<file path="src/rtl/bram_test_pkg.sv">
// Shared definitions for the BRAM read-modify-write-verify engine.
// Holds the controller state encoding and the transform mode selectors.
package bram_test_pkg;

    // Controller states; each word walks RD -> CAP -> WR -> VR -> CHK.
    typedef enum logic [2:0] {
        IDLE = 3'd0,
        RD   = 3'd1,
        CAP  = 3'd2,
        WR   = 3'd3,
        VR   = 3'd4,
        CHK  = 3'd5,
        DONE = 3'd6
    } state_t;

    // Transform selectors for the MODE parameter.
    localparam int MODE_INC = 0;
    localparam int MODE_INV = 1;
    localparam int MODE_PAT = 2;

endpackage

</file>
<file path="src/rtl/bram_test_transform.sv">
// Combinational word transform used to derive the value written back.
// Ports:
//   i_orig      - original word read from the BRAM
//   o_expected  - transformed word (increment, invert or fixed pattern)
module bram_test_transform
    import bram_test_pkg::*;
#(
    parameter int                    DATA_WIDTH = 16,
    parameter int                    MODE       = MODE_INC,
    parameter logic [DATA_WIDTH-1:0] PATTERN    = 16'hA5A5
) (
    input  logic [DATA_WIDTH-1:0] i_orig,
    output logic [DATA_WIDTH-1:0] o_expected
);

    // Select the transform; increment wraps naturally at the word width.
    always_comb begin
        o_expected = i_orig;
        case (MODE)
            MODE_INC: o_expected = i_orig + DATA_WIDTH'(1);
            MODE_INV: o_expected = ~i_orig;
            MODE_PAT: o_expected = PATTERN;
            default:  o_expected = i_orig;
        endcase
    end

endmodule

</file>
<file path="src/rtl/bram_test_engine.sv">
// Self-sequencing read-modify-write-verify engine for a dual-port BRAM.
// For every address in START_ADDR..END_ADDR it reads the word on port A,
// writes the transformed word on port A, reads it back on port B and
// compares, accumulating an error count and the first failing address.
// Ports:
//   I_CLK, I_NRESET            - clock, asynchronous active-low reset
//   I_START                    - start request (honoured in IDLE/DONE only)
//   O_BUSY, O_DONE, O_PASS     - run status
//   O_ERROR_COUNT              - number of words that failed verify
//   O_FIRST_FAIL_ADDR          - address of the first miscompare (0 if none)
//   O_ADDRESS_A, O_DATA_A,
//   O_WRITE_ENABLE_A, I_DATA_A - BRAM port A (read/write)
//   O_ADDRESS_B, I_DATA_B      - BRAM port B (read only)
module bram_test_engine
    import bram_test_pkg::*;
#(
    parameter int                    DATA_WIDTH = 16,
    parameter int                    ADDR_WIDTH = 10,
    parameter int                    START_ADDR = 0,
    parameter int                    END_ADDR   = 15,
    parameter int                    MODE       = MODE_INC,
    parameter logic [DATA_WIDTH-1:0] PATTERN    = 16'hA5A5
) (
    input  logic                  I_CLK,
    input  logic                  I_NRESET,
    input  logic                  I_START,
    output logic                  O_BUSY,
    output logic                  O_DONE,
    output logic                  O_PASS,
    output logic [ADDR_WIDTH:0]   O_ERROR_COUNT,
    output logic [ADDR_WIDTH-1:0] O_FIRST_FAIL_ADDR,
    output logic [ADDR_WIDTH-1:0] O_ADDRESS_A,
    output logic [DATA_WIDTH-1:0] O_DATA_A,
    output logic                  O_WRITE_ENABLE_A,
    input  logic [DATA_WIDTH-1:0] I_DATA_A,
    output logic [ADDR_WIDTH-1:0] O_ADDRESS_B,
    input  logic [DATA_WIDTH-1:0] I_DATA_B
);

    // Reject address ranges the engine cannot walk and unknown modes.
    if ((END_ADDR < START_ADDR) || (START_ADDR < 0) ||
        (longint'(END_ADDR) >= (longint'(1) << ADDR_WIDTH))) begin : g_bad_range
        $fatal(1, "bram_test_engine: illegal START_ADDR/END_ADDR range");
    end
    if ((MODE < MODE_INC) || (MODE > MODE_PAT)) begin : g_bad_mode
        $fatal(1, "bram_test_engine: illegal MODE");
    end

    localparam logic [ADDR_WIDTH-1:0] LP_START = ADDR_WIDTH'(START_ADDR);
    localparam logic [ADDR_WIDTH-1:0] LP_END   = ADDR_WIDTH'(END_ADDR);

    state_t                  r_state;
    state_t                  w_state_nxt;
    logic [ADDR_WIDTH-1:0]   r_cur_addr,  w_cur_addr_nxt;
    logic [ADDR_WIDTH-1:0]   r_addr_a,    w_addr_a_nxt;
    logic [ADDR_WIDTH-1:0]   r_addr_b,    w_addr_b_nxt;
    // The port A write-data register doubles as the expected-value store:
    // it is loaded once per word in CAP and compared against in CHK.
    logic [DATA_WIDTH-1:0]   r_data_a,    w_data_a_nxt;
    logic                    r_we_a,      w_we_a_nxt;
    logic                    r_busy,      w_busy_nxt;
    logic                    r_done,      w_done_nxt;
    logic                    r_pass,      w_pass_nxt;
    logic [ADDR_WIDTH:0]     r_err_cnt,   w_err_cnt_nxt;
    logic [ADDR_WIDTH-1:0]   r_ffa,       w_ffa_nxt;
    logic [DATA_WIDTH-1:0]   w_expected;
    logic                    w_miscompare;

    bram_test_transform #(
        .DATA_WIDTH (DATA_WIDTH),
        .MODE       (MODE),
        .PATTERN    (PATTERN)
    ) u_transform (
        .i_orig     (I_DATA_A),
        .o_expected (w_expected)
    );

    assign w_miscompare = (I_DATA_B != r_data_a);

    // Next-state and next-output logic; outputs are computed for the state
    // being entered so BRAM addresses are already on the pins in RD and VR.
    always_comb begin
        w_state_nxt    = r_state;
        w_cur_addr_nxt = r_cur_addr;
        w_addr_a_nxt   = r_addr_a;
        w_addr_b_nxt   = r_addr_b;
        w_data_a_nxt   = r_data_a;
        w_we_a_nxt     = 1'b0;
        w_pass_nxt     = r_pass;
        w_err_cnt_nxt  = r_err_cnt;
        w_ffa_nxt      = r_ffa;
        case (r_state)
            IDLE, DONE: begin
                if (I_START) begin
                    w_state_nxt    = RD;
                    w_cur_addr_nxt = LP_START;
                    w_addr_a_nxt   = LP_START;
                    w_err_cnt_nxt  = '0;
                    w_ffa_nxt      = '0;
                    w_pass_nxt     = 1'b0;
                end else begin
                    w_state_nxt    = r_state;
                end
            end
            RD: w_state_nxt = CAP;
            CAP: begin
                // Read data for the RD address is valid during this cycle.
                w_state_nxt  = WR;
                w_data_a_nxt = w_expected;
                w_we_a_nxt   = 1'b1;
            end
            WR: begin
                w_state_nxt  = VR;
                w_addr_b_nxt = r_cur_addr;
            end
            VR: w_state_nxt = CHK;
            CHK: begin
                if (w_miscompare) begin
                    if (r_err_cnt == '0) begin
                        w_ffa_nxt = r_cur_addr;
                    end else begin
                        w_ffa_nxt = r_ffa;
                    end
                    w_err_cnt_nxt = r_err_cnt + (ADDR_WIDTH+1)'(1);
                end else begin
                    w_err_cnt_nxt = r_err_cnt;
                end
                if (r_cur_addr == LP_END) begin
                    w_state_nxt = DONE;
                    w_pass_nxt  = (w_err_cnt_nxt == '0);
                end else begin
                    w_state_nxt    = RD;
                    w_cur_addr_nxt = r_cur_addr + ADDR_WIDTH'(1);
                    w_addr_a_nxt   = r_cur_addr + ADDR_WIDTH'(1);
                end
            end
            default: w_state_nxt = IDLE;
        endcase
        w_busy_nxt = (w_state_nxt != IDLE) && (w_state_nxt != DONE);
        w_done_nxt = (w_state_nxt == DONE);
    end

    // State and output registers; reset clears everything, including the
    // write enable, without waiting for a clock edge.
    always_ff @(posedge I_CLK or negedge I_NRESET) begin
        if (!I_NRESET) begin
            r_state    <= IDLE;
            r_cur_addr <= '0;
            r_addr_a   <= '0;
            r_addr_b   <= '0;
            r_data_a   <= '0;
            r_we_a     <= 1'b0;
            r_busy     <= 1'b0;
            r_done     <= 1'b0;
            r_pass     <= 1'b0;
            r_err_cnt  <= '0;
            r_ffa      <= '0;
        end else begin
            r_state    <= w_state_nxt;
            r_cur_addr <= w_cur_addr_nxt;
            r_addr_a   <= w_addr_a_nxt;
            r_addr_b   <= w_addr_b_nxt;
            r_data_a   <= w_data_a_nxt;
            r_we_a     <= w_we_a_nxt;
            r_busy     <= w_busy_nxt;
            r_done     <= w_done_nxt;
            r_pass     <= w_pass_nxt;
            r_err_cnt  <= w_err_cnt_nxt;
            r_ffa      <= w_ffa_nxt;
        end
    end

    assign O_BUSY            = r_busy;
    assign O_DONE            = r_done;
    assign O_PASS            = r_pass;
    assign O_ERROR_COUNT     = r_err_cnt;
    assign O_FIRST_FAIL_ADDR = r_ffa;
    assign O_ADDRESS_A       = r_addr_a;
    assign O_DATA_A          = r_data_a;
    assign O_WRITE_ENABLE_A  = r_we_a;
    assign O_ADDRESS_B       = r_addr_b;

endmodule

</file>
<file path="config.mk">
export PLATFORM = sky130hd
export DESIGN_NAME = bram_test_engine
export DESIGN_NICKNAME = d
export VERILOG_FILES = /design/src/rtl/bram_test_pkg.sv /design/src/rtl/bram_test_transform.sv /design/src/rtl/bram_test_engine.sv
export SDC_FILE = /design/constraint.sdc
export NUM_CORES = 1
export LEC_CHECK = 0
export ABC_AREA = 1
export BUFFER_PORTS_ARGS = -buffer_cell sky130_fd_sc_hd__buf_2
export CAP_MARGIN = 15
export CORE_ASPECT_RATIO = 1.1
export CORE_MARGIN = 10
export CORE_UTILIZATION = 52
export DETAILED_ROUTE_END_ITERATION = 16
export PLACE_DENSITY_LB_ADDON = 0.15
export SLEW_MARGIN = 20
export SYNTH_ARGS = -nofsm -noshare
export SYNTH_HDL_FRONTEND = slang
export SYNTH_SLANG_ARGS = --single-unit
</file>
<file path="constraint.sdc">
create_clock -name I_CLK -period 2.2 [get_ports I_CLK]
set_input_delay 0.11 -clock I_CLK [delete_from_list [all_inputs] [get_ports I_CLK]]
set_output_delay 0.11 -clock I_CLK [all_outputs]
set_load 0.03 [all_outputs]
</file>
==> results.yml <==
logic_synthesis:
  synth_top_area_frac: 0.4471
  yosys_warnings: 0
  synthTopCellsByArea: "dfrtp_1, nand2_1, inv_1"
  ys_seq_area_frac: 0.4471
  syn_inst: 477
  synth_area_leader_cell: "dfrtp_1"
  synth_nets: 516
  synth-seq-cells: 64
  synth_area_mm2: 0.003582
  synth_cell_types: 31
  synth_area_per_cell_um2: 7.510
clocking:
  cts-root-buf: "clkbuf_8"
  cts_tree: "done"
  cts-buffers-inserted: 9
  htreeDepth: 3
  worst_skew_pair.late_latency_ns: 0.34
  cts.path.max_buffers: 2
  cts.sinks: 64
  postCtsSetupRepairBufs: 0
  cts.clk_slew.worst_paths_ns: 0.07
route:
  dr.pass1.iters: 4
  routed_wl_mm: 9.323
  wl_per_cell_um: 13.96
  drc: 0
  viasPerCell: 5.111
  antenna_left: 0
  vias: 3414
  drtIter0Drc: 114
pwr:
  vdd_ir_drop_max_mv: 0.8025
  p_per_area_mw_per_mm2: 1116
  p_leak_uw: 0.002410
cells_and_area:
  seq_area_mm2: 0.001602
  fillers: 561
  nets: 620
  drive_gt1_frac: 0.2406
  antenna_cells: 0
  multi_input_area_mm2: 0.001665
  final_cell_mix: "nand2_1, buf_2, inv_1, dfrtp_1, nor2_1"
  stdcell_count: 668
  final_common_cell: "nand2_1"
  synthToLayoutAreaGrowth_pct: 23.09
timing:
  rsz0062_at_grt: "false"
  whs_ns: 0.04722
  setup_tns_ns: 0
  period_needed_ns: 1.940
  clock.fmax_mhz: 515.5
  finalSetupViolations: 0
  tightest_slew_ns: 0.7302
  hold_viol: 0
  period_share: 0.8817
  finClkSkew_ns: 0.009441
  maxSlewViolCount: 0
  max-slew-margin-rel: 0.5132
hold_path:
  worstHoldPathType: "in2reg"
floorplan:
  dieHeight_um: 107.1
  core_mm2: 0.006633
  initial_core_util: 0.5401
  dieArea_mm2: 0.01061
  die_w_um: 99.14
  io_pins: 96
  std_cell_rows: 31
critical_path:
  critPathKind: "in2reg"
  path_max_fanout: 3
  startpoint_type: "input port"
  cp.required_ns: 2.41
  critPathCaptureType: "register"
  crit_arrival_ns: 2.15
global_routing:
  antenna_found_initial: 0
  grt_remaining_overflow: 0
  grt_pass1_vias: 3341
  grt_max_degree: 35
  grt_pass1_wl_mm: 15.56
  track_usage: 0.1757
outcome:
  status: "finished, final reports clean"
placement:
  place_congestion: 0.8693
  dp_hpwl_mm: 7.177
  dp_cells: 650
  portBuffers: 95
run:
  drv_cap: 0
-- final cells by class --
class                   instances  share of cell area
well taps                      82             0.02327
inverters                      71             0.06044
multi-input cells             332              0.3777
clock inverters                 7             0.02185
flip-flops and latches         64              0.3632
repair buffers                103              0.1254
clock buffers                   9             0.02809
-- path summary, 6_finish.rpt --
check | from | to | slack [ns] | depth (start not counted)
max | I_DATA_A[0] | O_DATA_A[12] | 0.26 | 13
min | I_DATA_A[15] | O_DATA_A[15] | 0.05 | 4
max reg2reg | O_ADDRESS_A[0] | O_ADDRESS_A[7] | 0.29 | 12
min reg2reg | O_ADDRESS_B[9] | O_ADDRESS_B[9] | 0.49 | 2
max in group asynchronous | I_NRESET | O_ADDRESS_B[8] | 1.20 | 3
min in group asynchronous | I_NRESET | O_DATA_A[0] | 0.36 | 2
-- flip-flops by register name (all words and copies together), names as in the netlist --
signal	cells
O_ADDRESS_A	10
O_PASS	1
O_DONE	1
r_state	3
O_ADDRESS_B	10
O_FIRST_FAIL_ADDR	10
O_WRITE_ENABLE_A	1
O_ERROR_COUNT	11
O_BUSY	1
O_DATA_A	16
-- power breakdown --
group,switching (uW),total [uW],internal [uW]
clock,477,1110,637
sequential,245,1730,1490
combinational,1470,2070,608
-- cells in the mapped netlist, drive strengths merged --
cell    instances
nand4           5
nand3b          1
buf             5
nand3          37
o31ai           2
nand2         139
nor4            3
o211a           1
clkbuf          5
a31oi           1
inv            71
a21oi           6
dfrtp          64
xor2           14
nor3            8
nor2           48
o21ai          44
o22ai          14
ha              4
xnor2           5
-- timing repair --
action	4_1_cts	5_1_grt
endpoints found under the hold margin	31	0
resized for setup	0	0
hold buffers	2	0
-- logic make-up (layout without fill, tap and decap cells) --
kind of cell | Yosys count | count (layout) | synth area share
xor+xnor | 19 | 19 | 0.04645
compound gates | 68 | 68 | 0.1072
fa+ha+maj | 4 | 4 | 0.01397
simple gates | 241 | 241 | 0.2972
flops | 64 | 64 | 0.4471
buf+inv | 81 | 190 | 0.08802
-- critical path, stage by stage --
cell and delay (ns):
dlygate4sd3_1 0.51, buf_2 0.12, ha_1 0.18, nand3_1 0.11, nor2_1 0.22, nand2_1 0.11
nor2_2 0.15, nand3_1 0.10, nor2_2 0.16, nand3_1 0.11, xnor2_1 0.13, nand2_1 0.05
o21ai_1 0.07
-- per-layer routing --
layer / routed length, um / global-route usage
met5: 0 / 0
met4: 144 / 0.06148
met1: 3898 / 0.2070
met3: 757 / 0.06101
met2: 4522 / 0.2905
-- metrics by stage --
stage / setup slack (ns) / util / instance area [um^2] / total power (uW)
after floorplan: 0.3820 / - / 3582 / 3175
after global placement: 0.3119 / 0.6286 / 4169 / 3789
after detailed placement: 0.2956 / 0.6286 / 4169 / 3844
after CTS: 0.2814 / 0.6648 / 4409 / 4963
after global routing: 0.008007 / 0.6648 / 4409 / 5265
final: 0.2603 / 0.6648 / 4409 / 4919
Note: power is estimated with default switching activity, not from simulation.
